## config.mk

```make
export PLATFORM = sky130hd
export DESIGN_NAME = pattern_detector_moore
export DESIGN_NICKNAME = d
export VERILOG_FILES = /design/src/rtl/pattern_detector_moore.sv
export SDC_FILE = /design/constraint.sdc
export NUM_CORES = 1
export LEC_CHECK = 0
export ABC_AREA = 1
export ABC_CLOCK_PERIOD_IN_PS = 2600
export CAP_MARGIN = 20
export CORE_AREA = 3 3 40 42
export CTS_CLUSTER_SIZE = 40
export DETAILED_ROUTE_END_ITERATION = 16
export DIE_AREA = 0 0 43 45
export DONT_BUFFER_PORTS = 1
export PLACE_DENSITY = 0.33
export SLEW_MARGIN = 15
export SYNTH_ARGS = -nofsm -noshare
export SYNTH_HDL_FRONTEND = slang
export SYNTH_SLANG_ARGS = --single-unit
```

## constraint.sdc

```tcl
create_clock -name clk -period 2.6 [get_ports clk]
set_input_delay 0.78 -clock clk [delete_from_list [all_inputs] [get_ports clk]]
set_output_delay 0.78 -clock clk [all_outputs]
set_load 0.05 [all_outputs]
```

## src/rtl/pattern_detector_moore.sv

```systemverilog
// Moore FSM spotting the serial pattern 1-0-1-1-0 with overlap.
// Define VALID_CLEAR_EN to let a gap in valid data clear any partial match.
module pattern_detector_moore (
    input  logic clk,
    input  logic rst,
    input  logic d_i,
    input  logic valid_i,
    output logic pattern
);

    typedef enum logic [2:0] {
        IDLE  = 3'd0,
        S1    = 3'd1,
        S10   = 3'd2,
        S101  = 3'd3,
        S1011 = 3'd4,
        DET   = 3'd5
    } state_t;

    state_t state;
    state_t nxt;

    always_ff @(posedge clk) begin
        if (rst) state <= IDLE;
        else     state <= nxt;
    end

    always_comb begin
        nxt = IDLE;
        case (state)
            IDLE:    nxt = d_i ? S1    : IDLE;
            S1:      nxt = d_i ? S1    : S10;
            S10:     nxt = d_i ? S101  : IDLE;
            S101:    nxt = d_i ? S1011 : S10;
            S1011:   nxt = d_i ? S1    : DET;
            // trailing "10" of a hit seeds the next match
            DET:     nxt = d_i ? S101  : IDLE;
            default: nxt = IDLE;
        endcase
`ifdef VALID_CLEAR_EN
        if (!valid_i) nxt = IDLE;
`else
        if (!valid_i &&
            (state inside {IDLE, S1, S10, S101, S1011, DET}))
            nxt = state;
`endif
    end

    assign pattern = (state == DET);

endmodule

```

; ---- After elaboration in Yosys (flattened, before gate mapping)
; Index checks and enable logic that the tools add are counted.
; W data, S select, Z words.
[op_classes]
eq_ne = 5
muxes = 6
reduce_logical = 5
[ops]
columns = operator, n
row1 = $pmux W3 S5, 1
row2 = $eq A3 B2 Y1 const B, 2
row3 = $eq A3 B3 Y1 const B, 2
row4 = $mux W3, 2
row5 = $reduce_bool A6 Y1, 1
row6 = $mux W2, 2
row7 = $eq A3 B1 Y1 const B, 1
row8 = $logic_not A3 Y1, 1
row9 = $reduce_or A2 Y1, 1
row10 = $logic_and A1 B1 Y1, 1
row11 = $logic_not A1 Y1, 1
row12 = $mux W1, 1
[totals]
reg_bits = 3
out_inout_bits = 1
word_cells = 17

; ---- Depth between registers and ports, before layout
; Gate-level depths: netlist of the first run.
[logic_depth]
depth_word = 3
depth_mapped = 7

; ---- Least setup slack after synthesis of the first run
; No wires, ideal clock.
[synth_timing]
kind = reg-to-output
startpoint = reg state[0]
endpoint = out pattern
arrival_ps = 1522
required_ps = 1820
slack_ps = 298
path_stages_with_launch = 3
path_buffers = 0
path_cell_list = dfxtp_1 > inv_1 > nor3_1
[synth_between]
elab_chain_cells = 1
[synth_rtl]
columns = item, line_no
row1 = from (decl), 20  ; state_t state;
row2 = from (signal assigned), 25  ; else state <= nxt;
row3 = $eq A3 B3 Y1, 49  ; assign pattern = (state == DET);
row4 = to (decl), 8  ; output logic pattern
; Every way passes these cells.

; ---- Worst setup path in the final report of the first run
; Same ends and word-level chain as after synthesis.

==> key figures, run 1 <==
Synthesis
  • Distinct cells, synth: 12
  • Synth warn: 0
  • Avg Cell Area, Syn: around 6 µm²
  • Cells after Synth: 31
  • Yosys reg bits: 3
  • Seq/Total Area, Yosys: 32.2%
  • Syn nets: 35
  • Post-Syn Area: 186 µm²

Placement
  • Global placement routability congestion: between 0.6 and 0.7
  • Detailed placement HPWL: 303 µm
  • Port bufs: 0
  • Placed insts: 47

Power and ir drop
  • Pwr/cell area: 595 nW/µm²
  • Static Leak: ~0.11 nW
  • Peak supply drop: about 0.00018 V

Global route
  • Vias in the first global route: 185
  • Total Routing Usage GR: 4.57%
  • First-pass GRT wire length: approximately 630 µm
  • Largest net degree at the start of global routing: 8
  • Antenna violations before repair: 0
  • Gr ovfl total: 0

Critical path
  • CP Max Fanout: 5
  • CP top delay family: flip-flops
  • Crit-path cells: inv_1, nor3_2, buf_4
  • Setup CP Type: register to output port
  • Nature of the critical path startpoint: register
  • Crit-path slowest cell: dfxtp_1
  • CP arrival: roughly 1100 ps
  • R2r setup slk: between 1500 and 2000 ps
  • Reg-to-reg endpoint: state[1]
  • Worst setup EP type: output port
  • Critical Path Max Stage Delay: approximately 400 ps
  • R2R Path Start: state[0]
  • Req. time, crit path: ~1800 ps
  • Buf+Inv Stages, Crit Path: 2
  • R2R depth: 6

STA
  • RSZ-0062 raised after global routing: no
  • Final Max Tran Viols: 0
  • Worst slew margin: between 80% and 90%
  • Final worst-path cycle share: 71.4%
  • Worst-margin pin slew: between 200 and 250 ps
  • Sum Neg Setup Slack: 0 ps
  • Final hold viol count: 0
  • Final Setup Violations: 0
  • Clock Skew: 1.02 ps
  • Fmax: around 0.54 GHz
  • Final min period: between 1500 and 2000 ps

Floorplanning
  • Die width: between 40 and 50 µm
  • Die footprint: 1940 µm²
  • IO Count: 5
  • Starting Density: between 10% and 20%
  • Core ar.: approximately 1300 µm²
  • FP Rows: 13
  • Die Y: roughly 45 µm

Clocking
  • Worst-Skew Late Latency: approximately 230 ps
  • Cts hold-fix bufs: 0
  • Number of CTS-inserted buffers: 3
  • CTS root buffer: clkbuf_4
  • Clk buf depth: 2
  • Resized Gates After CTS: 0
  • Post-CTS Setup Bufs: 0
  • H-tree levels: 1
  • TritonCTS clock tree: built
  • Reg clk slew, reported paths: 30 ps
  • Clock Sinks: 3

Hold path
  • Hold/Removal Path Class: register to register
  • Hold depth: 2
  • Hold Crit Start: state[0]
  • Hold Path Sink: state[0]

Drt
  • First-pass DRT Iterations: 4
  • Total vias in the final route: around 190
  • Detailed-route DRC error count: 0
  • Initial DRC count: 2
  • Vias/cell: 3.67
  • Routed Wire Length: between 300 and 400 µm
  • Routed wire length per instance: 7.49 µm
  • Detail Route Antenna Nets: 0

Job
  • Maxcap violations: 0

Cells and area
  • Fillers: between 150 and 200
  • Largest registers: state: 3 flops
  • Multi-input logic area: between 100 and 150 µm²
  • Antenna Cells: 0
  • Final Non-Filler Cells: 51
  • Layout cells sized above 1: between 20% and 30%
  • Seq. cell area: about 60 µm²
  • Layout Utilization: 19.0%
  • Layout net count: between 40 and 50
  • Max reg flops: 3
  • Area delta synth->final: 30.9%
  • Most flop-heavy register: state

Run status
  • Status: finished clean
==> cells by family after synthesis <==
kind of cell	count (synthesis)	share of synthesized area [%]
flops	3	32.2
buf+inv	6	12.1
simple gates	15	32.9
compound gates	7	22.8
==> Yosys cell counts (all sizes together) <==
library cell	number	area [µm²]
clkinv	1	3.75
dfxtp	3	60.1
a21oi	5	28.8
nor3	1	5.00
nand2	9	33.8
o21ai	2	13.8
nor2	2	7.51
nand3	3	15.0
inv	5	18.8
==> power by group <==
group          internal [mW]  switching (mW)  total (mW)
combinational        0.00543         0.00824      0.0137
clock                 0.0574          0.0221      0.0795
sequential            0.0486         0.00357      0.0522
total                  0.111          0.0339       0.145
==> layout make-up <==
class	instances	area share [%]
Multi-Input combinational cell	22	44.6
Sequential cell	3	24.6
Clock buffer	4	10.8
Inverter	6	9.23
Tap cell	15	7.69
Timing Repair Buffer	1	3.08
==> placed cells by master (no fill, tap or decap) <==
cell type  Yosys  final
clkbuf_1       0      1
buf_4          0      1
nor3_2         0      1
o21ai_1        1      1
dfxtp_1        3      3
nand3_1        3      3
inv_2          1      1
a21oi_2        1      1
nand2_1        9      9
inv_1          4      4
o21ai_2        1      1
nor2_1         2      2
clkbuf_4       0      3
a21oi_1        4      4
clkinv_1       1      1
==> per-stage QoR <==
step / hold slack, ps / instance area [µm²] / power, mW / setup WS [ps]
3_5_place_dp: 520 / 218 / 0.0667 / 978
5_1_grt: 560 / 244 / 0.156 / 651
2_1_floorplan: 488 / 186 / 0.0637 / 298
4_1_cts: 526 / 244 / 0.152 / 725
6_report: 526 / 244 / 0.145 / 743
3_3_place_gp: 516 / 218 / 0.0669 / 983
==> per-layer routing <==
layer / vias up / wire length [µm] / GRT usage (%)
met5: - / 0 / 0
met4: 0 / 0 / 5.42
met3: 0 / 8 / 1.20
met2: 4 / 192 / 7.19
met1: 75 / 181 / 4.56
li1: 108 / - / -
==> tightest hold or removal path, cell delays in order (launching register included) <==
cell and delay, ps:
dfxtp_1 340, nand2_1 80, a21oi_1 50
==> how the worst max path moves through the flow <==
stage                  start      end  slack (ps)  cells past startpoint
global placement    state[2]  pattern         980                      3
global route        state[0]  pattern         650                      3
finish              state[0]  pattern         740                      3
CTS                 state[0]  pattern         730                      3
floorplan           state[0]  pattern         300                      2
detailed placement  state[0]  pattern         980                      3
No activity file was read; power rests on OpenSTA's default activity.
==> inputs of run 2 (changes only) <==
--- a/config.mk
+++ b/config.mk
@@ -6,7 +6,7 @@
 export NUM_CORES = 1
 export LEC_CHECK = 0
 export ABC_AREA = 1
-export ABC_CLOCK_PERIOD_IN_PS = 2600
+export ABC_CLOCK_PERIOD_IN_PS = 1900
 export CAP_MARGIN = 20
 export CORE_AREA = 3 3 40 42
 export CTS_CLUSTER_SIZE = 40
==> constraint.sdc (replaced) <==
create_clock -name clk -period 1.9 [get_ports clk]
set_input_delay 0.57 -clock clk [delete_from_list [all_inputs] [get_ports clk]]
set_output_delay 0.57 -clock clk [all_outputs]
set_load 0.05 [all_outputs]
==> run 2 against run 1 <==
Net effect:
- wire length grew 8.6%
- critical endpoint unchanged
- core utilization is the same
- clock skew is essentially flat
- non-clock buffer count is the same
- highest routed layer unchanged
- critical path type unchanged
==> key figures, run 2 (same netlist as run 1, synthesis figures left out) <==
Critical path
  • Buf+Inv Stages, Crit Path: 2 (unchanged)
  • Setup CP Type: register to output port
  • Crit-path slowest cell: dfxtp_1
  • Worst setup EP type: output port
  • Instance count on the critical path: 3 (unchanged)
  • Critical Path Max Stage Delay: 400 ps (about the same)
  • Req. time, crit path: 1330 ps (-490 ps)
  • R2r setup slk: 920 ps (-720 ps)
  • R2R depth: 7 (+1)
  • Reg-to-reg endpoint: state[1]
  • R2R Path Start: state[1]
  • CP Max Fanout: 5 (unchanged)
  • Critical Path Sink: pattern
  • Crit-path cells: inv_1, nor3_2, buf_4
  • Nature of the critical path startpoint: register
  • CP top delay family: flip-flops
  • CP arrival: 1080 ps (about the same)
  • CP Launch Point: state[0]

Placement
  • Pre-CTS WS: 478 ps (-500 ps)
  • Global placement routability congestion: 0.703 (+4.2%)
  • Detailed placement HPWL: 350 µm (+15%)
  • Placed insts: 47 (unchanged)
  • Port bufs: 0 (unchanged)

Global route
  • Met1 usage: 5.26% (+0.71 points)
  • Gr ovfl total: 0 (unchanged)
  • Largest net degree at the start of global routing: 8 (unchanged)
  • Met2 usage: 8.68% (+1.5 points)
  • Total Routing Usage GR: 5.98% (+1.4 points)
  • Vias in the first global route: 189 (+2.2%)
  • Antenna violations before repair: 0 (unchanged)
  • First-pass GRT wire length: 765 µm (+22%)
  • GRT met3 Usage: 3.59% (+2.4 points)
  • Busiest grt layer: met2

Clocking
  • Cts hold-fix bufs: 0 (unchanged)
  • Resized Gates After CTS: 0 (unchanged)
  • Clk buf depth: 2 (unchanged)
  • Clock Sinks: 3 (unchanged)
  • H-tree levels: 1 (unchanged)
  • Reg clk slew, reported paths: 40 ps (about the same)
  • Post-CTS Setup Bufs: 0 (unchanged)
  • Number of CTS-inserted buffers: 3 (unchanged)
  • TritonCTS clock tree: built
  • CTS root buffer: clkbuf_4
  • Worst-Skew Late Latency: 230 ps (about the same)

Hold path
  • Hold Crit Start: rst
  • Hold/Removal Path Class: primary input to register
  • Hold depth: 1 (-1)

STA
  • Final hold viol count: 0 (unchanged)
  • Final min period: around 1700 ps
  • Worst setup margin: 247 ps (-495 ps)
  • Clock Skew: 1.42 ps (+0.394 ps)
  • Worst slew margin: 84.5% (about the same)
  • Final worst-path cycle share: between 80% and 90%
  • Hold WS: 397 ps (-128 ps)
  • RSZ-0062 raised after global routing: no
  • Worst-margin pin slew: 232 ps (+0.674 ps)
  • Final Max Tran Viols: 0 (unchanged)
  • Final Setup Violations: 0 (unchanged)
  • Fmax: 0.605 GHz
  • Sum Neg Setup Slack: 0 ps (unchanged)

Power and ir drop
  • Int Power: 152 µW (+37%)
  • Clock share of power: 54.7% (about the same)
  • Combinational power share: 9.5% (about the same)
  • Switching share of power: 23.6% (+0.24 points)
  • Overall power: 199 µW (+37%)
  • Reg power frac: 35.9% (about the same)
  • Pwr/cell area: 818 nW/µm² (+37%)
  • P_sw: 47.0 µW (+39%)
  • Peak supply drop: 0.000248 V (+40%)
  • Static Leak: 0.105 nW (unchanged)

Floorplanning
  • Starting Density: 14.5% (unchanged)
  • Die footprint: 1940 µm² (unchanged)
  • Die width: 43 µm (unchanged)
  • Die Y: 45 µm (unchanged)
  • IO Count: 5 (unchanged)
  • FP Rows: 13 (unchanged)
  • Core ar.: 1280 µm² (unchanged)

Drt
  • Routed Wire Length: 415 µm (+8.6%)
  • Detail Route Antenna Nets: 0 (unchanged)
  • Initial DRC count: 5 (+3)
  • First-pass DRT Iterations: 4 (unchanged)
  • Detailed-route DRC error count: 0 (unchanged)
  • Vias/cell: 3.92 (+7.0%)
  • Routed wire length per instance: 8.14 µm (+8.6%)
  • Total vias in the final route: 200 (+7.0%)

Cells and area
  • Seq. cell area: 60.1 µm² (unchanged)
  • Fillers: 159 (+5.3%)
  • Commonest non-fill, non-tap cells in the layout: 9 x nand2_1, 4 x inv_1, 4 x a21oi_1
  • Most flop-heavy register: state
  • Area delta synth->final: 30.9% (unchanged)
  • Most common cell after layout, fill and taps aside: nand2_1
  • Final Non-Filler Cells: 51 (unchanged)
  • Multi-input logic area: 109 µm² (unchanged)
  • Layout net count: 41 (unchanged)
  • Antenna Cells: 0 (unchanged)
  • Layout cells sized above 1: 22.2% (unchanged)
  • Max reg flops: 3 (unchanged)
  • Largest registers: state: 3 flops

Run status
  • Status: finished clean

Job
  • Maxcap violations: 0 (unchanged)
-- run 2: worst min-delay path by stage --
stage | end | slack (ps)
final | state[1] | 400
after CTS | state[1] | 380
after detailed placement | state[0] | 520
after global routing | state[1] | 370
after floorplan | state[0] | 490
after global placement | state[0] | 520
-- run 2: layout make-up --
type / instances / share of cell area [%]
flip-flops and latches: 3 / 24.6
well taps: 15 / 7.69
inverters: 6 / 9.23
clock buffers: 4 / 10.8
multi-input cells: 22 / 44.6
repair buffers: 1 / 3.08
-- run 2: metal layers --
metal / vias up / share of wire (%)
li1: 108 / -
met1: 90 / 43
met2: 2 / 53
met3: 0 / 3.6
met4: 0 / 0
met5: - / 0
-- run 2: worst register-to-register path: stages (launching register included) --
cell and delay [ps]:
dfxtp_1 430, nand2_1 130, inv_1 70, nor2_1 30, nand2_1 50, nand2_1 40, nand2_1 70, a21oi_2 50
-- run 2: through the flow --
step | utilization (%) | cell area [µm²]
3_3_place_gp | 16.9 | 218
4_1_cts | 19.0 | 244
2_1_floorplan | - | 191
6_report | 19.0 | 244
5_1_grt | 19.0 | 244
3_5_place_dp | 16.9 | 218
-- run 2: power groups by stage --
| stage | Combinational (mW) | Clock [mW] | Sequential [mW] |
|---|---|---|---|
| detailed placement | 0.0193 | 0 | 0.0725 |
| CTS | 0.0194 | 0.117 | 0.0714 |
| global placement | 0.0195 | 0 | 0.0722 |
| floorplan | 0.0164 | 0 | 0.0713 |
| finish | 0.0189 | 0.109 | 0.0716 |
| global route | 0.0224 | 0.131 | 0.0721 |
